### config.mk
export PLATFORM = sky130hd
export DESIGN_NAME = rr_push_arbiter
export DESIGN_NICKNAME = d
export VERILOG_FILES = /design/src/rtl/arb_pkg.sv /design/src/rtl/rr_push_arbiter_first_set.sv /design/src/rtl/rr_push_arbiter.sv
export SDC_FILE = /design/constraint.sdc
export NUM_CORES = 1
export LEC_CHECK = 0
export CORE_AREA = 3 3 133 135
export CTS_CLUSTER_SIZE = 28
export DETAILED_ROUTE_END_ITERATION = 10
export DIE_AREA = 0 0 136 138
export MAX_ROUTING_LAYER = met4
export PLACE_DENSITY_LB_ADDON = 0.3
export SYNTH_ARGS = -nofsm -noshare
export SYNTH_HDL_FRONTEND = slang
export SYNTH_SLANG_ARGS = --single-unit
### constraint.sdc
create_clock -name clk -period 6.2 [get_ports clk]
set_clock_uncertainty 0.05 [all_clocks]
set_input_delay 1.24 -clock clk [delete_from_list [all_inputs] [get_ports clk]]
set_output_delay 1.24 -clock clk [all_outputs]
set_load 0.02 [all_outputs]
### src/rtl/arb_pkg.sv
// rtl/arb_pkg.sv - shared arbiter state type
package arb_pkg;

    typedef enum logic {
        ARB    = 1'b0,
        LOCKED = 1'b1
    } arb_state_e;

endpackage

### src/rtl/rr_push_arbiter_first_set.sv
// rtl/rr_push_arbiter_first_set.sv - rotating first-set scan starting at a given index
module rr_first_set #(
    parameter int N   = 4,
    parameter int IDW = $clog2(N)
) (
    input  logic [N-1:0]   mask_i,
    input  logic [IDW-1:0] start_i,
    output logic           found_o,
    output logic [IDW-1:0] idx_o
);

    logic [IDW-1:0] cand;

    // Walk start, start+1, ... with an explicit wrap so non-power-of-two N works.
    always_comb begin
        found_o = 1'b0;
        idx_o   = start_i;
        cand    = start_i;
        for (int i = 0; i < N; i++) begin
            if (!found_o && mask_i[cand]) begin
                found_o = 1'b1;
                idx_o   = cand;
            end
            cand = (cand == IDW'(N - 1)) ? '0 : cand + IDW'(1);
        end
    end

endmodule

### src/rtl/rr_push_arbiter.sv
// rtl/rr_push_arbiter.sv - packet-locking round-robin arbiter for a FIFO push port
module rr_push_arbiter
    import arb_pkg::*;
#(
    parameter  int NUM_REQ    = 4,
    parameter  int DATA_WIDTH = 64,
    localparam int ID_WIDTH   = $clog2(NUM_REQ)
) (
    input  logic                  clk,
    input  logic                  reset,
    input  logic                  i__clear_all,
    input  logic [NUM_REQ-1:0]    i__req_valid,
    input  logic [NUM_REQ-1:0]    i__req_last,
    input  logic [DATA_WIDTH-1:0] i__req_data [NUM_REQ-1:0],
    output logic [NUM_REQ-1:0]    o__req_ready,
    output logic                  o__data_out_valid,
    output logic [DATA_WIDTH-1:0] o__data_out,
    output logic                  o__data_out_last,
    input  logic                  i__data_out_ready,
    output logic [ID_WIDTH-1:0]   o__grant_id,
    output logic                  o__locked
);

    function automatic logic [ID_WIDTH-1:0] wrap_inc(input logic [ID_WIDTH-1:0] x);
        return (x == ID_WIDTH'(NUM_REQ - 1)) ? '0 : x + ID_WIDTH'(1);
    endfunction

    arb_state_e          r__state_q, r__state_d;
    logic [ID_WIDTH-1:0] r__owner_q, r__owner_d;
    logic [ID_WIDTH-1:0] r__ptr_q,   r__ptr_d;
    logic [ID_WIDTH-1:0] scan_idx;
    logic [ID_WIDTH-1:0] sel;
    logic                scan_found;
    logic                blocked;
    logic                xfer;

    rr_first_set #(
        .N   (NUM_REQ),
        .IDW (ID_WIDTH)
    ) u_scan (
        .mask_i  (i__req_valid),
        .start_i (r__ptr_q),
        .found_o (scan_found),
        .idx_o   (scan_idx)
    );

    assign blocked = reset | i__clear_all;

    // Force index 0 during reset so outputs are defined before state is.
    always_comb begin
        if (reset)
            sel = '0;
        else if (r__state_q == LOCKED)
            sel = r__owner_q;
        else
            sel = scan_found ? scan_idx : r__ptr_q;
    end

    assign o__data_out_valid = i__req_valid[sel] & ~blocked;
    assign o__data_out       = i__req_data[sel];
    assign o__data_out_last  = i__req_last[sel] & ~reset;
    assign o__grant_id       = sel;
    assign o__locked         = (r__state_q == LOCKED) & ~reset;
    assign xfer              = o__data_out_valid & i__data_out_ready;

    always_comb begin
        o__req_ready = '0;
        for (int k = 0; k < NUM_REQ; k++)
            o__req_ready[k] = (ID_WIDTH'(k) == sel) & i__data_out_ready & ~blocked;
    end

    always_comb begin
        r__state_d = r__state_q;
        r__owner_d = r__owner_q;
        r__ptr_d   = r__ptr_q;
        if (blocked) begin
            r__state_d = ARB;
            r__owner_d = '0;
            r__ptr_d   = '0;
        end else if (xfer) begin
            if (r__state_q == ARB) begin
                if (i__req_last[sel]) begin
                    r__ptr_d = wrap_inc(sel);
                end else begin
                    r__state_d = LOCKED;
                    r__owner_d = sel;
                end
            end else if (i__req_last[sel]) begin
                r__state_d = ARB;
                r__ptr_d   = wrap_inc(r__owner_q);
            end
        end
    end

    always_ff @(posedge clk) begin
        r__state_q <= r__state_d;
        r__owner_q <= r__owner_d;
        r__ptr_q   <= r__ptr_d;
    end

endmodule
== Word-level counts from Yosys, hierarchy flattened ==
Cells that the tools add are included.
Storage, ports and cells
  register bits: 5
  logic and storage cells: 80
Cells by class
  add/subtract/negate cells: 5
  magnitude comparators: 5
  equal/unequal tests: 8
  mux-type cells: 33
  bitwise gates (word level): 17
  reductions and logical operators: 9
Operator list (number)
  $bmux 64 s2: 1
  $mux 64: 1
  $mux 2: 14
  $lt 2x3->1 const B: 5
  $and 1x1->1: 12
  $bmux 1 s2: 6
  $mux 1: 11
  $add 2x1->2 const B: 5
  $eq 2x2->1 const B: 5
  $eq 2x2->1 const A: 2
  $not 1->1: 4
  $logic_and 1x1->1: 3
  $logic_not 1->1: 3
  $reduce_and 3->1: 1
  $eq 1x2->1 const A: 1
  $logic_not 2->1: 1
  $reduce_and 2->1: 1
  $or 1x1->1: 1

== Longest topological paths before layout ==
Gate-level depths: netlist of the first run.
  word-level depth: 20
  depth in mapped cells: 14
  mapped depth without buffers: 10

== Modules after synthesis ==
A second synthesis of the first run with hierarchy kept.
Unflattened totals
  cell total of the unflattened synthesis: 531
  area total of the unflattened synthesis: 2730.1 um^2
Modules (own cells, without submodules)
  rr_push_arbiter: times used 1, cells an instance 485, area an instance 2418.6 um^2, sequential area each 100.1 um^2
  rr_first_set: times used 1, cells an instance 46, area an instance 311.5 um^2, sequential area each 0.0 um^2

== Worst setup path after synthesis of the first run ==
No wires, ideal clock.
  kind: input -> output
  from: input port i__req_valid[0]
  to: output port o__data_out[25]
  data arrival time: 3.748 ns
  data required time: 4.910 ns
  slack: 1.162 ns
  stages: 12
  buffers on the path: 4
  cells stage by stage: clkbuf_2 > mux2_4 > or4_1 > o311a_2 > nor3b_2 > o21ai_1 > buf_2 > inv_1 > buf_2 > buf_1 > nand2_1 > a31oi_1
On the way
  word-level cells in the longest chain between the ends: 17
  elaborated cells on any way between the ends: 26
RTL lines
  from (decl): RTL line rr_push_arbiter.sv:12  | input logic [NUM_REQ-1:0] i__req_valid,
  $bmux 1 s2: RTL line rr_push_arbiter_first_set.sv:20  | if (!found_o && mask_i[cand]) begin
  $mux 1 (implied by the code): RTL line rr_push_arbiter_first_set.sv:20
  $mux 1: RTL line rr_push_arbiter_first_set.sv:20
  $logic_not 1->1: RTL line rr_push_arbiter_first_set.sv:20
  $logic_and 1x1->1: RTL line rr_push_arbiter_first_set.sv:20
  $mux 1: RTL line rr_push_arbiter_first_set.sv:20
  $logic_not 1->1: RTL line rr_push_arbiter_first_set.sv:20
  $logic_and 1x1->1: RTL line rr_push_arbiter_first_set.sv:20
  $mux 1: RTL line rr_push_arbiter_first_set.sv:20
  $logic_not 1->1: RTL line rr_push_arbiter_first_set.sv:20
  $logic_and 1x1->1: RTL line rr_push_arbiter_first_set.sv:20
  $mux 2 / $mux 1 (equally long branches): RTL line rr_push_arbiter_first_set.sv:20
  $mux 2 (*): RTL line rr_push_arbiter.sv:56  | sel = scan_found ? scan_idx : r__ptr_q;
  $mux 2 (*): RTL line rr_push_arbiter.sv:53  | else if (r__state_q == LOCKED)
  $mux 2 (*): RTL line rr_push_arbiter.sv:51  | if (reset)
  $bmux 64 s2 (*): RTL line rr_push_arbiter.sv:60  | assign o__data_out = i__req_data[sel];
  $mux 64 (implied by the code) (*): RTL line rr_push_arbiter.sv:60
  to (decl): RTL line rr_push_arbiter.sv:17  | output logic [DATA_WIDTH-1:0] o__data_out,
Mark *: on every way between the ends. The rest lies on a longest branch, timed or not. The select of a mux whose other input is x is not followed.

== Worst setup path in the final report of the first run ==
  from: input port i__req_valid[1]
  to: output port o__data_out[44]
The elaborated chain is that of the path after synthesis.

==> out/results.txt, run 1 <==
Status -> finished clean
Netlist Area Pre-Place -> 2997 sq um
CP endpoint kind -> primary output
Clock share of power -> 13.1%
WL per Instance -> 15.49 um
H-tree levels -> 1
Total negative slack -> 0 ps
Gr ovfl total -> 0
Net Sw Frac -> 38.99%
Vias per std cell -> 4.496
DR iter-0 viols -> 130
Fin crit period -> 5987 ps
Starting Density -> 18.07%
Largest net degree at the start of global routing -> 61
CP max stage delay -> 650 ps
Initial antenna violation count -> 0
Port bufs -> 340
Library cells used by synthesis -> 58
Post-route ant nets -> 0
Clock sinks -> 5
Via Count -> 4,532
Setup repair bufs after CTS -> 0
Ports -> 341
Post-Syn Instances -> 477
Synth Area per Inst -> 6.282 sq um
CTS resizes -> 0
Die area -> 18,770 sq um
EDFF count, synth -> 0
Data arrival, critical path -> 4700 ps
CTS tree -> done
Crit path cell chain -> clkdlybuf4s50_1 > mux2_4 > or4_1 > o311a_2 > o311ai_4 > and2_4 > buf_12 > buf_12 > nor2_1 > a31oi_1 > clkdlybuf4s50_1
Syn nets -> 750
Final Hold Viols -> 0
GPL Wtd Cong -> 0.8686
Primary FF master, synth -> dfxtp_1
Slew @ Worst Pin -> 601.7 ps
Final net count -> 1,062
Async SR Flop Fraction -> 0%
Share of cells above drive strength 1 -> 12.94%
Final WS setup -> 212.7 ps
Hold slack -> 455.9 ps
CTS Hold Bufs -> 0
Area contributors post-synth -> mux2_2 24%, nand2_1 18%, a31oi_1 13%, nor2_1 8.4%, dfxtp_1 3.3%
Die Y-Extent -> 138 um
Vias in the first global route -> 4,458
Global-route wire length before repair -> 23,410 um
Max IR drop VDD -> 0.08030 mV
Root buf cell -> clkbuf_16
Max-slew headroom -> 59.74%
Final instance area -> 6690 sq um
Setup Slack @ Placement -> 227.1 ps
Antenna diode instance count -> 0
Setup-failing EPs final -> 0
Worst-path fanout max -> 35
Final wirelength -> 15,610 um
Switching power -> 319.6 uW
Worst setup SP type -> input pin
Core area -> 16,580 sq um
Max-cap violations -> 0
Final core occ -> 40.34%
Highest clock rate -> 167.0 MHz
Count leader, synth -> nand2_1
Fin. max-slew vios -> 0
Critical path class -> in2out
CTS clk-pin slew, worst paths -> 30 ps
Sequential area share after synthesis -> 3.340%
Area Overhead vs Synth -> 123.3%
Clock tree buffer depth -> 2
Leakage -> 0.002533 uW
DRT Pass-1 Iters -> 4
DP Area -> 6611 sq um
Hold Path Class -> reg2reg
DRC -> 0
Logic pwr share -> 82.6%
Post-synth top cells -> 142 x nand2_1, 67 x nor2_1, 65 x mux2_2
Post-synth top area share -> 24.43%
Flops & latches, synth -> 5
Warnings, synthesis -> 0
PwrDens -> 122.5 nW/um^2
Critical Path Slowest Stage Cell -> clkdlybuf4s50_1
Die Width -> 136 um
RSZ-0062 raised after global routing -> false
P_int -> 500.0 uW
Clock Latency Late Sink -> 230 ps
Total Routing Usage GR -> 15.71%
Yosys top cell by area -> mux2_2
Register share of total power -> 4.3%
Tcrit/Tclk final -> 96.57%
Row Count -> 47
Critical path required time -> 4910 ps
Final HPWL DP -> 12,960 um
CTS Buf Count -> 3
==> final timing paths <==
path                            depth (start not counted)  slack [ps]                        from                         end
worst min-delay path                                    2         460  r__owner_q[1]$_SDFFE_PN0P_  r__owner_q[1]$_SDFFE_PN0P_
worst max register to register                         11        2540    r__ptr_q[1]$_SDFFE_PN0P_    r__ptr_q[0]$_SDFFE_PN0P_
worst max-delay path                                   11         210             i__req_valid[1]             o__data_out[44]
worst min register to register                          2         460  r__owner_q[1]$_SDFFE_PN0P_  r__owner_q[1]$_SDFFE_PN0P_
==> logic make-up after synthesis <==
group                    after synthesis  share of synthesized area [%]
flip-flops                             5                          3.340
multiplexers                          75                          28.35
buffers and inverters                 52                          9.645
AO/OA/AOI/OAI                         95                          22.21
XOR/XNOR                               2                         0.5847
adder cells (fa/ha/maj)                5                          2.088
AND/OR/NAND/NOR                      243                          33.78
==> state kept, by name, summed over array words and instances, names as in the netlist <==
register,cells
r__owner_q,2
r__ptr_q,2
r__state_q,1
==> power by group through the flow <==
stage	Sequential [uW]	Combinational [uW]	Clock [uW]
global placement	35.6	680	0
floorplan	34.3	314	0
finish	35.1	677	107
CTS	35.1	683	110
global route	35.3	723	112
detailed placement	35.5	680	0
==> critical path: cells and delay by family <==
family / cells / cell delay, ps
AND/OR/NAND/NOR: 3 / 710
buffers and inverters: 4 / 1650
multiplexers: 1 / 350
AO/OA/AOI/OAI: 3 / 720
==> final cells by class <==
type                       count  area (sq um)
timing repair buffer         354          3596
clock buffer                   4         78.83
sequential                     5         100.1
fill                        1743          9893
multi-input combinational    420          2621
tap                          220         275.3
inverter                       5         18.77
==> layer usage <==
metal	wire length, um	vias up	part of all wire, %	global-route usage (%)
met5	0	-	0	-
met3	1063	25	6.8	2.580
met1	6222	2006	40	17.67
met2	7968	193	51	28.81
met4	357	0	2.3	3.501
li1	-	2308	-	-
==> layout by cell type (no fill, tap or decap), drive strengths merged, types with 6 or more instances in the layout <==
| cell | netlist | final |
|---|---|---|
| clkdlybuf4s50 | 0 | 340 |
| nand2 | 142 | 142 |
| nor2 | 67 | 67 |
| mux2 | 66 | 66 |
| a31oi | 64 | 64 |
| buf | 24 | 14 |
| nor3 | 9 | 9 |
| mux2i | 8 | 8 |
| and3 | 6 | 6 |
==> through the flow <==
stage,cells,total power [uW]
detailed placement,1004,715.2
global placement,1004,715.3
CTS,1008,828.0
global route,1008,870.4
finish,1008,819.5
floorplan,477,348.6
Note: power is estimated with default switching activity, not from simulation.
==> inputs of run 2 (changes only) <==
--- a/config.mk
+++ b/config.mk
@@ -5,12 +5,13 @@
 export SDC_FILE = /design/constraint.sdc
 export NUM_CORES = 1
 export LEC_CHECK = 0
-export CORE_AREA = 3 3 133 135
+export CORE_AREA = 3 3 132 134
 export CTS_CLUSTER_SIZE = 28
 export DETAILED_ROUTE_END_ITERATION = 10
-export DIE_AREA = 0 0 136 138
+export DIE_AREA = 0 0 135 137
 export MAX_ROUTING_LAYER = met4
 export PLACE_DENSITY_LB_ADDON = 0.3
+export SETUP_SLACK_MARGIN = 0.2
 export SYNTH_ARGS = -nofsm -noshare
 export SYNTH_HDL_FRONTEND = slang
 export SYNTH_SLANG_ARGS = --single-unit
==> constraint.sdc (replaced) <==
create_clock -name clk -period 6.5 [get_ports clk]
set_clock_uncertainty 0.05 [all_clocks]
set_input_delay 1.3 -clock clk [delete_from_list [all_inputs] [get_ports clk]]
set_output_delay 1.3 -clock clk [all_outputs]
set_load 0.02 [all_outputs]
==> out/results.txt, run 2 (synthesized netlist as in run 1, its figures left out) <==
Vias per std cell -> 4.573 (was 4.496)
DRT Pass-1 Iters -> 5 (was 4)
RR Startpoint -> r__ptr_q[1]$_SDFFE_PN0P_ (unchanged)
Ports -> 341 (unchanged)
Met2 usage -> 29.02% (was 28.81%)
Final Hold Viols -> 0 (unchanged)
# fillers -> 1,694 (was 1,743)
Area Overhead vs Synth -> 124.0% (was 123.3%)
Antenna diode instance count -> 0 (unchanged)
Vias in the first global route -> 4,401 (was 4,458)
Worst hold path depth -> 2 (unchanged)
Largest net degree at the start of global routing -> 65 (was 61)
Worst Path Buf+Inv -> 4 (unchanged)
Setup Slack @ Placement -> 347.1 ps (was 227.1 ps)
Max IR drop VDD -> 0.06611 mV (was 0.08030 mV)
CTS tree -> done (unchanged)
Critical path class -> in2out (unchanged)
Gr ovfl total -> 0 (unchanged)
Switching power -> 310.6 uW (was 319.6 uW)
Worst-path fanout max -> 35 (unchanged)
Die Y-Extent -> 137 um (was 138 um)
Slew @ Worst Pin -> 585.2 ps (was 601.7 ps)
Row Count -> 47 (unchanged)
Initial antenna violation count -> 0 (unchanged)
PwrDens -> 117.7 nW/um^2 (was 122.5 nW/um^2)
GRT met3 Usage -> 2.500% (was 2.580%)
Grt met1 use -> 19.81% (was 17.67%)
CP max stage delay -> 650 ps (about the same)
CP endpoint kind -> primary output (unchanged)
Worst setup SP type -> input pin (unchanged)
Share of cells above drive strength 1 -> 13.16% (was 12.94%)
Die Width -> 135 um (was 136 um)
Commonest non-fill, non-tap cell in the layout -> clkdlybuf4s50_1 (unchanged)
Highest clock rate -> 164.5 MHz
Most used cell along the critical path -> clkdlybuf4s50_1
Leakage -> 0.002550 uW (was 0.002533 uW)
FF-to-FF path depth -> 10 (was 11)
Total negative slack -> 0 ps (unchanged)
Clock share of power -> 13.4% (was 13.1%)
Register Area -> 100.1 sq um (unchanged)
Critical R2R Capture -> r__ptr_q[0]$_SDFFE_PN0P_ (unchanged)
RSZ-0062 raised after global routing -> false (unchanged)
Most frequent cells in the layout -> 340 x clkdlybuf4s50_1, 142 x nand2_1, 67 x nor2_1, 65 x mux2_2, 64 x a31oi_1 (unchanged)
Final WS setup -> 420.3 ps (was 212.7 ps)
Final net count -> 1,064 (was 1,062)
Critical Path Slowest Stage Cell -> clkdlybuf4s50_1 (unchanged)
Final HPWL DP -> 13,290 um (was 12,960 um)
R2r setup slk -> 2870 ps (was 2540 ps)
Die area -> 18,500 sq um (was 18,770 sq um)
Root buf cell -> clkbuf_16 (unchanged)
Hold Path Class -> reg2reg (unchanged)
Global-route wire length before repair -> 23,670 um (was 23,410 um)
CTS clk-pin slew, worst paths -> 40 ps (was 30 ps)
DRC -> 0 (unchanged)
H-tree levels -> 1 (unchanged)
CTS Buf Count -> 3 (unchanged)
Clock Latency Late Sink -> 240 ps (was 230 ps)
Final core occ -> 40.91% (was 40.34%)
Grt peak-use layer -> met2 (unchanged)
Data arrival, critical path -> 4730 ps (was 4700 ps)
Fin crit period -> 6080 ps
DR iter-0 viols -> 195 (was 130)
Footprint of the multi-input gates -> 2628 sq um (was 2621 sq um)
Final wirelength -> 16,400 um (was 15,610 um)
Tcrit/Tclk final -> 93.53%
Register share of total power -> 4.2% (was 4.3%)
Via Count -> 4,619 (was 4,532)
WL per Instance -> 16.24 um (was 15.49 um)
Clock tree buffer depth -> 2 (unchanged)
Port bufs -> 340 (unchanged)
Total Routing Usage GR -> 16.43% (was 15.71%)
GPL Wtd Cong -> 0.8408 (was 0.8686)
Clock sinks -> 5 (unchanged)
Max-slew headroom -> 60.85% (was 59.74%)
Crit path cell chain -> clkdlybuf4s50_1 > mux2_4 > or4_1 > o311a_2 > nor3b_4 > o21ai_4 > inv_2 > buf_12 > nand2_1 > a31oi_1 > clkdlybuf4s50_1 (was clkdlybuf4s50_1 > mux2_4 > or4_1 > o311a_2 > o311ai_4 > and2_4 > buf_12 > buf_12 > nor2_1 > a31oi_1 > clkdlybuf4s50_1)
Hold Path End -> r__owner_q[0]$_SDFFE_PN0P_ (was r__owner_q[1]$_SDFFE_PN0P_)
Setup-failing EPs final -> 0 (unchanged)
Status -> finished clean (unchanged)
Hold Crit Start -> r__owner_q[0]$_SDFFE_PN0P_ (was r__owner_q[1]$_SDFFE_PN0P_)
Starting Density -> 18.26% (was 18.07%)
Max-cap violations -> 0 (unchanged)
P_int -> 479.0 uW (was 500.0 uW)
CTS Hold Bufs -> 0 (unchanged)
Logic pwr share -> 82.4% (was 82.6%)
Net Sw Frac -> 39.34% (was 38.99%)
Fin. max-slew vios -> 0 (unchanged)
Top Registers -> r__owner_q x2, r__ptr_q x2, r__state_q x1 (unchanged)
Top delay family on crit path -> buffers and inverters (unchanged)
Core area -> 16,410 sq um (was 16,580 sq um)
Critical path required time -> 5150 ps (was 4910 ps)
Post-route ant nets -> 0 (unchanged)
[run 2: area by class of cell]
type / instances / area share, %
clock buffers: 4 / 1.174
inverters: 5 / 0.2796
multi-input cells: 420 / 39.15
flip-flops and latches: 5 / 1.491
well taps: 220 / 4.101
repair buffers: 356 / 53.80
[run 2: worst max-delay path by stage]
stage	start	end	slack (ps)	cells after the start
CTS	i__req_valid[0]	o__data_out[29]	350	11
detailed placement	i__req_valid[0]	o__data_out[29]	350	10
floorplan	i__req_valid[0]	o__data_out[25]	1340	12
global placement	i__req_valid[0]	o__data_out[29]	330	10
finish	i__req_valid[1]	o__data_out[29]	420	11
global route	i__req_valid[1]	o__data_out[29]	230	11
[run 2: metrics by stage]
step	hold WS, ps	total power [uW]	std cells	area [sq um]
2_1_floorplan	422.8	332.5	477	2997
5_1_grt	474.8	836.2	1010	6711
4_1_cts	455.1	788.1	1005	6655
3_5_place_dp	453.0	678.2	1001	6576
6_report	456.0	789.6	1010	6711
3_3_place_gp	447.5	679.9	1001	6576
[run 2: power groups by stage]
stage               logic (uW)  clock network (uW)  registers [uW]
floorplan                  300                   0            32.7
global placement           646                   0            33.9
detailed placement         644                   0            33.9
CTS                        648                 107            33.4
global route               695                 108            33.7
finish                     650                 106            33.5
[run 2: per-layer routing]
| metal | wire, um | share of wire, % | up-vias |
|---|---|---|---|
| met3 | 1049 | 6.4 | 23 |
| met2 | 8411 | 51 | 215 |
| met5 | 0 | 0 | - |
| met4 | 320 | 2.0 | 0 |
| li1 | - | - | 2310 |
| met1 | 6621 | 40 | 2071 |
[run 2: worst reg2reg max path: stages, from the launching register on]
cell	delay [ps]
dfxtp_1	560
ha_1	490
nor3_1	370
nor2_1	70
o311a_2	460
o311ai_4	380
and2_4	290
buf_12	250
a32o_1	300
or4_4	180
mux2i_1	170
[run 2: timing repair]
action                     4_1_cts  5_1_grt
buffers inserted                 0        5
setup endpoints to repair        0        6
resized for setup                0        1
